[src/rtl/mux_arb_pkg.sv]
// Shared flit/arbiter constants: flit-type codes, default flit width and
// the arbiter state encoding used by the mux and the router.
package mux_arb_pkg;

    localparam int TYPEW     = 2;
    localparam int DATAW_DEF = 66;

    typedef enum logic [TYPEW-1:0] {
        TYPE_NONE = 2'b00,
        TYPE_HEAD = 2'b01,
        TYPE_DATA = 2'b10,
        TYPE_TAIL = 2'b11
    } flit_type_e;

    typedef enum logic [1:0] {
        IDLE  = 2'b00,
        LOCK0 = 2'b01,
        LOCK1 = 2'b10
    } state_e;

    function automatic flit_type_e flit_type(input logic [TYPEW-1:0] raw);
        return flit_type_e'(raw);
    endfunction

endpackage

[src/rtl/mux_arb_rr_pick2.sv]
// Two-way round-robin picker: holds the priority pointer and turns a
// two-bit request vector into a one-hot grant.
module rr_pick2 (
    input  logic       clk,
    input  logic       rst_,
    input  logic [1:0] req,
    input  logic       upd,
    input  logic       upd_ptr,
    output logic [1:0] gnt
);

    logic ptr_q;
    logic ptr_d;

    // pointer next value: only moves when the owner releases the mux
    always_comb begin
        ptr_d = ptr_q;
        if (upd) begin
            ptr_d = upd_ptr;
        end else begin
            ptr_d = ptr_q;
        end
    end

    // pointer register, port 0 preferred out of reset
    always_ff @(posedge clk or negedge rst_) begin
        if (!rst_) begin
            ptr_q <= 1'b0;
        end else begin
            ptr_q <= ptr_d;
        end
    end

    // priority select; a tie goes to the port the pointer names
    always_comb begin
        gnt = 2'b00;
        case (req)
            2'b01:   gnt = 2'b01;
            2'b10:   gnt = 2'b10;
            2'b11:   gnt = ptr_q ? 2'b10 : 2'b01;
            default: gnt = 2'b00;
        endcase
    end

endmodule

[src/rtl/mux_arb.sv]
// Packet-locking 2:1 flit mux arbiter: a HEAD wins the mux, the packet
// stays locked until its TAIL is consumed or the idle timeout expires.
module mux_arb
    import mux_arb_pkg::*;
#(
    parameter int DATAW   = DATAW_DEF,
    parameter int TIMEOUT = 32
) (
    input  logic             clk,
    input  logic             rst_,
    input  logic [DATAW-1:0] idata_0,
    input  logic [DATAW-1:0] idata_1,
    input  logic             ivalid_0,
    input  logic             ivalid_1,
    input  logic             ordy,
    output logic [1:0]       sel,
    output logic             iready_0,
    output logic             iready_1,
    output logic             busy,
    output logic             err
);

    localparam int CNTW = $clog2(TIMEOUT + 1);
    localparam logic [CNTW-1:0] CNT_MAX = CNTW'(TIMEOUT);

    state_e            state_q, state_d;
    logic [CNTW-1:0]   cnt_q, cnt_d, cnt_inc_s;
    logic              head_seen_q, head_seen_d;
    logic [1:0]        sel_q, sel_d;
    logic              busy_q, busy_d;
    logic              err_q, err_d;

    flit_type_e        type_0_s, type_1_s;
    logic [1:0]        req_s, gnt_s;
    logic              bad_idle_s;
    logic              lk_valid_s, lk_acc_s;
    flit_type_e        lk_type_s;
    logic              ptr_upd_s, ptr_nxt_s;
    logic              unused_payload_s;

    assign type_0_s = flit_type(idata_0[DATAW-1 -: TYPEW]);
    assign type_1_s = flit_type(idata_1[DATAW-1 -: TYPEW]);
    assign unused_payload_s = ^{idata_0[DATAW-TYPEW-1:0], idata_1[DATAW-TYPEW-1:0]};

    assign iready_0 = ordy & ivalid_0 & (state_q == LOCK0);
    assign iready_1 = ordy & ivalid_1 & (state_q == LOCK1);

    assign sel  = sel_q;
    assign busy = busy_q;
    assign err  = err_q;

    assign req_s[0]   = ivalid_0 & (type_0_s == TYPE_HEAD);
    assign req_s[1]   = ivalid_1 & (type_1_s == TYPE_HEAD);
    assign bad_idle_s = (ivalid_0 & (type_0_s != TYPE_HEAD)) |
                        (ivalid_1 & (type_1_s != TYPE_HEAD));
    assign cnt_inc_s  = (cnt_q == CNT_MAX) ? cnt_q : cnt_q + CNTW'(1);

    rr_pick2 u_pick (
        .clk     (clk),
        .rst_    (rst_),
        .req     (req_s),
        .upd     (ptr_upd_s),
        .upd_ptr (ptr_nxt_s),
        .gnt     (gnt_s)
    );

    // view of the port that currently owns the mux
    always_comb begin
        lk_valid_s = 1'b0;
        lk_type_s  = TYPE_NONE;
        lk_acc_s   = 1'b0;
        case (state_q)
            LOCK0: begin
                lk_valid_s = ivalid_0;
                lk_type_s  = type_0_s;
                lk_acc_s   = iready_0;
            end
            LOCK1: begin
                lk_valid_s = ivalid_1;
                lk_type_s  = type_1_s;
                lk_acc_s   = iready_1;
            end
            default: begin
                lk_valid_s = 1'b0;
                lk_type_s  = TYPE_NONE;
                lk_acc_s   = 1'b0;
            end
        endcase
    end

    // next state, idle counter, error pulse and pointer update
    always_comb begin
        state_d     = state_q;
        cnt_d       = cnt_q;
        head_seen_d = head_seen_q;
        err_d       = 1'b0;
        ptr_upd_s   = 1'b0;
        ptr_nxt_s   = 1'b0;
        case (state_q)
            IDLE: begin
                cnt_d       = '0;
                head_seen_d = 1'b0;
                err_d       = bad_idle_s;
                if (gnt_s == 2'b01) begin
                    state_d = LOCK0;
                end else if (gnt_s == 2'b10) begin
                    state_d = LOCK1;
                end else begin
                    state_d = IDLE;
                end
            end
            LOCK0, LOCK1: begin
                // the opening HEAD is the first flit consumed; any later HEAD is a protocol error
                if (lk_valid_s && (lk_type_s == TYPE_HEAD) && head_seen_q) begin
                    err_d = 1'b1;
                end else begin
                    err_d = 1'b0;
                end
                if (lk_acc_s) begin
                    cnt_d       = '0;
                    head_seen_d = 1'b1;
                    if (lk_type_s == TYPE_TAIL) begin
                        state_d   = IDLE;
                        ptr_upd_s = 1'b1;
                        ptr_nxt_s = (state_q == LOCK0);
                    end else begin
                        state_d = state_q;
                    end
                end else begin
                    cnt_d = cnt_inc_s;
                    if (cnt_inc_s == CNT_MAX) begin
                        state_d   = IDLE;
                        err_d     = 1'b1;
                        ptr_upd_s = 1'b1;
                        ptr_nxt_s = (state_q == LOCK0);
                    end else begin
                        state_d = state_q;
                    end
                end
            end
            default: begin
                state_d     = IDLE;
                cnt_d       = '0;
                head_seen_d = 1'b0;
            end
        endcase
    end

    // registered outputs follow the next state so they line up with state_q
    always_comb begin
        sel_d  = 2'b00;
        busy_d = (state_d != IDLE);
        case (state_d)
            LOCK0:   sel_d = 2'b01;
            LOCK1:   sel_d = 2'b10;
            default: sel_d = 2'b00;
        endcase
    end

    // state and output registers
    always_ff @(posedge clk or negedge rst_) begin
        if (!rst_) begin
            state_q     <= IDLE;
            cnt_q       <= '0;
            head_seen_q <= 1'b0;
            sel_q       <= 2'b00;
            busy_q      <= 1'b0;
            err_q       <= 1'b0;
        end else begin
            state_q     <= state_d;
            cnt_q       <= cnt_d;
            head_seen_q <= head_seen_d;
            sel_q       <= sel_d;
            busy_q      <= busy_d;
            err_q       <= err_d;
        end
    end

endmodule

[config.mk]
export PLATFORM = sky130hd
export DESIGN_NAME = mux_arb
export DESIGN_NICKNAME = d
export VERILOG_FILES = /design/src/rtl/mux_arb_pkg.sv /design/src/rtl/mux_arb_rr_pick2.sv /design/src/rtl/mux_arb.sv
export SDC_FILE = /design/constraint.sdc
export NUM_CORES = 1
export LEC_CHECK = 0
export ABC_CLOCK_PERIOD_IN_PS = 3300
export BUFFER_PORTS_ARGS = -buffer_cell sky130_fd_sc_hd__clkbuf_2
export CORE_MARGIN = 2
export CORE_UTILIZATION = 33
export CTS_CLUSTER_DIAMETER = 40
export DETAILED_ROUTE_END_ITERATION = 6
export GPL_ROUTABILITY_DRIVEN = 0
export PLACE_DENSITY = 0.94
export SLEW_MARGIN = 20
export SYNTH_ARGS = -nofsm -noshare
export SYNTH_HDL_FRONTEND = slang
export SYNTH_SLANG_ARGS = --single-unit
[constraint.sdc]
create_clock -name clk -period 3.3 [get_ports clk]
set_input_delay 0.165 -clock clk [delete_from_list [all_inputs] [get_ports clk]]
set_output_delay 0.165 -clock clk [all_outputs]
set_load 0.01 [all_outputs]
==> metrics.csv <==
metric,value,unit
criticalPathCategory,flip-flop to flip-flop,
cp.depth,7,
pin_count,143,
worst_path_dominant_cell_family,compound AO/OA/AOI/OAI gates,
avgSynthCellArea,10.0,um2
synth_cells,101,
ir_worst_vdd,0.295,mV
status,"complete, no violations",
fmax,465,MHz
grt-ovfl-total,0,
clk_path_buf_depth,2,
synth_top_area_cell,dfrtp_1,
path_cells,inv_1 > ha_1 > a21oi_1 > o211ai_1 > nand2_1 > o2111a_1 > or2_1,
skew,0.00633,ns
power.switching,131,uW
fin_area,0.00116,mm2
r2r_setup_slack,1.15,ns
clockRootBuffer,clkbuf_4,
hpwl,1670,um
synth-edff-count,0,
grt_pass1_wl,3460,um
required,3.47,ns
initial_core_util,33.9,%
cp_slowest_cell,dfrtp_1,
relSlewSlack,73.7,%
r2r-start,state_q[1],
die-area,0.00352,mm2
setup_tns,0,ns
setup_viol,0,
endpoint,state_q[0],
antenna_cells,0,
netlist_area,0.00101,mm2
ys_seq_area_share,34.7,%
design.core.area,0.00298,mm2
min-delay-start,ordy,
p_int,292,uW
p_clk_share,29.3,%
die_width,59.3,um
critPathMaxStageDelay,0.43,ns
hp-class,primary input to flip-flop,
worst_pin_slew,0.393,ns
cts-htree-levels,1,
antenna_found_initial,0,
mappedNetlistNets,244,
post-route-util,38.9,%
port_buffers,14,
final_layout_size_suffix_gt1_share,24.4,%
cts_resized,0,
dpl_cell_area,0.00111,mm2
critPathLaunchType,flip-flop,
yosys.area.top_type_share,34.7,%
r2r_cells,7,
cts_sinks,14,
path_buf_inv,1,
seq_power_share,44.9,%
hold_violations,0,
async_flop_share,100,%
power_density,365,mW/mm2
reg2reg_to,state_q[0],
drc,0,
clk_pin_slew_worst_paths,0.09,ns
track_usage,12.9,%
clk-insertion-delay-late,0.28,ns
rows,20,
post_cts_buffers,0,
crit_start,state_q[1],
vias_per_cell,5.41,
cp_data_arrival_time,2.32,ns
cts_tree,built,
drt_first_pass_iters,4,
area_growth_syn_to_layout,14.9,%
synth.area.top_cells,"dfrtp_1 (35%), ha_1 (7.4%), nand2_1 (4.1%)",
power.total,424,uW
cp-end-kind,flip-flop,
wl,2120,um
die_h,59.3,um
routedWlPerCell,13.9,um
synth_warnings,0,
comb_power_share,25.8,%
maxCapViolCount,0,
switching_share,31.0,%
grt_max_degree,15,
cp_max_fo,7,
final_cell_mix,"dfrtp_1 (14), clkbuf_2 (14), nand2_1 (11)",
synth_seq_cells,14,
nNetsFinal,263,
cts_made_buffers,3,
rsz0062_at_grt,false,
p_leak,0.000523,uW
min_period_over_period,65.1,%
yosys.cell_types.count,43,
ys.flop_type,dfrtp_1,
min_period,2.15,ns
drtAntennaViolNets,0,
vias,823,
drtIter0Drc,18,
maxSlewViolCount,0,
grt_pass1_vias,764,
-- flip-flops by register name, indices dropped and copies added, names as in the netlist --
register,cells
cnt_q,6
u_pick.ptr_q,1
err,1
state_q,2
busy,1
head_seen_q,1
sel,2
-- Yosys cell counts (3+ instances only) --
cell type	count
nand2b_1	3
nor2b_1	3
o21a_1	3
nand3_1	6
inv_1	6
o21ai_0	3
nand2_1	11
a21oi_1	3
nor2_1	5
ha_1	6
dfrtp_1	14
-- power by group through the flow --
stage               Clock (uW)  Sequential (uW)  Combinational, uW
floorplan                    0              195               73.8
global placement             0              194                105
detailed placement           0              194                109
CTS                        128              190                110
global route               137              192                121
finish                     124              190                110
-- per-stage QoR --
step	setup WS [ns]	instances	hold slack (ns)
after CTS	1.17	152	0.215
after global placement	1.24	147	0.0794
after floorplan	1.37	101	-0.131
final	1.15	152	0.224
after global routing	1.03	152	0.215
after detailed placement	1.18	147	0.0910
-- layout make-up --
type                            instances  area (um2)
Clock buffer                            4        36.3
Fill cell                             292        1820
Timing Repair Buffer                   15        80.1
Inverter                                6        22.5
Multi-Input combinational cell         80         629
Sequential cell                        14         350
Tap cell                               33        41.3
-- timing repair --
action,in CTS,in global routing
hold buffers,1,0
hold endpoints to repair,14,0
setup endpoints to repair,0,0
-- layer usage --
layer	GRT usage, %	share of wire, %
met3	3.49	3.4
met1	16.2	42
met4	0.974	0
met5	0	0
met2	23.1	55
-- kinds of logic after synthesis --
group	Yosys count	share of synthesized area, %
xor gates and xnor gates	2	1.74
DFF	14	34.7
AOI/OAI and AO/OA	28	26.9
adders and majority gates	6	7.43
and+or+nand+nor	44	26.3
buffers and inverters	7	2.97
-- worst register-to-register path, cell delays in order, from the launching register on --
cell and delay (ns):
dfrtp_1 0.43, inv_1 0.16, ha_1 0.34, a21oi_1 0.11, o211ai_1 0.36, nand2_1 0.23
o2111a_1 0.22, or2_1 0.20
-- worst min-delay path by stage --
stage	cells after the start	slack, ns	end
finish	3	0.22	head_seen_q
global route	3	0.22	head_seen_q
CTS	3	0.21	head_seen_q
detailed placement	1	0.09	sel[1]
global placement	1	0.08	state_q[1]
floorplan	0	-0.13	busy
No activity file was read; power rests on OpenSTA's default activity.
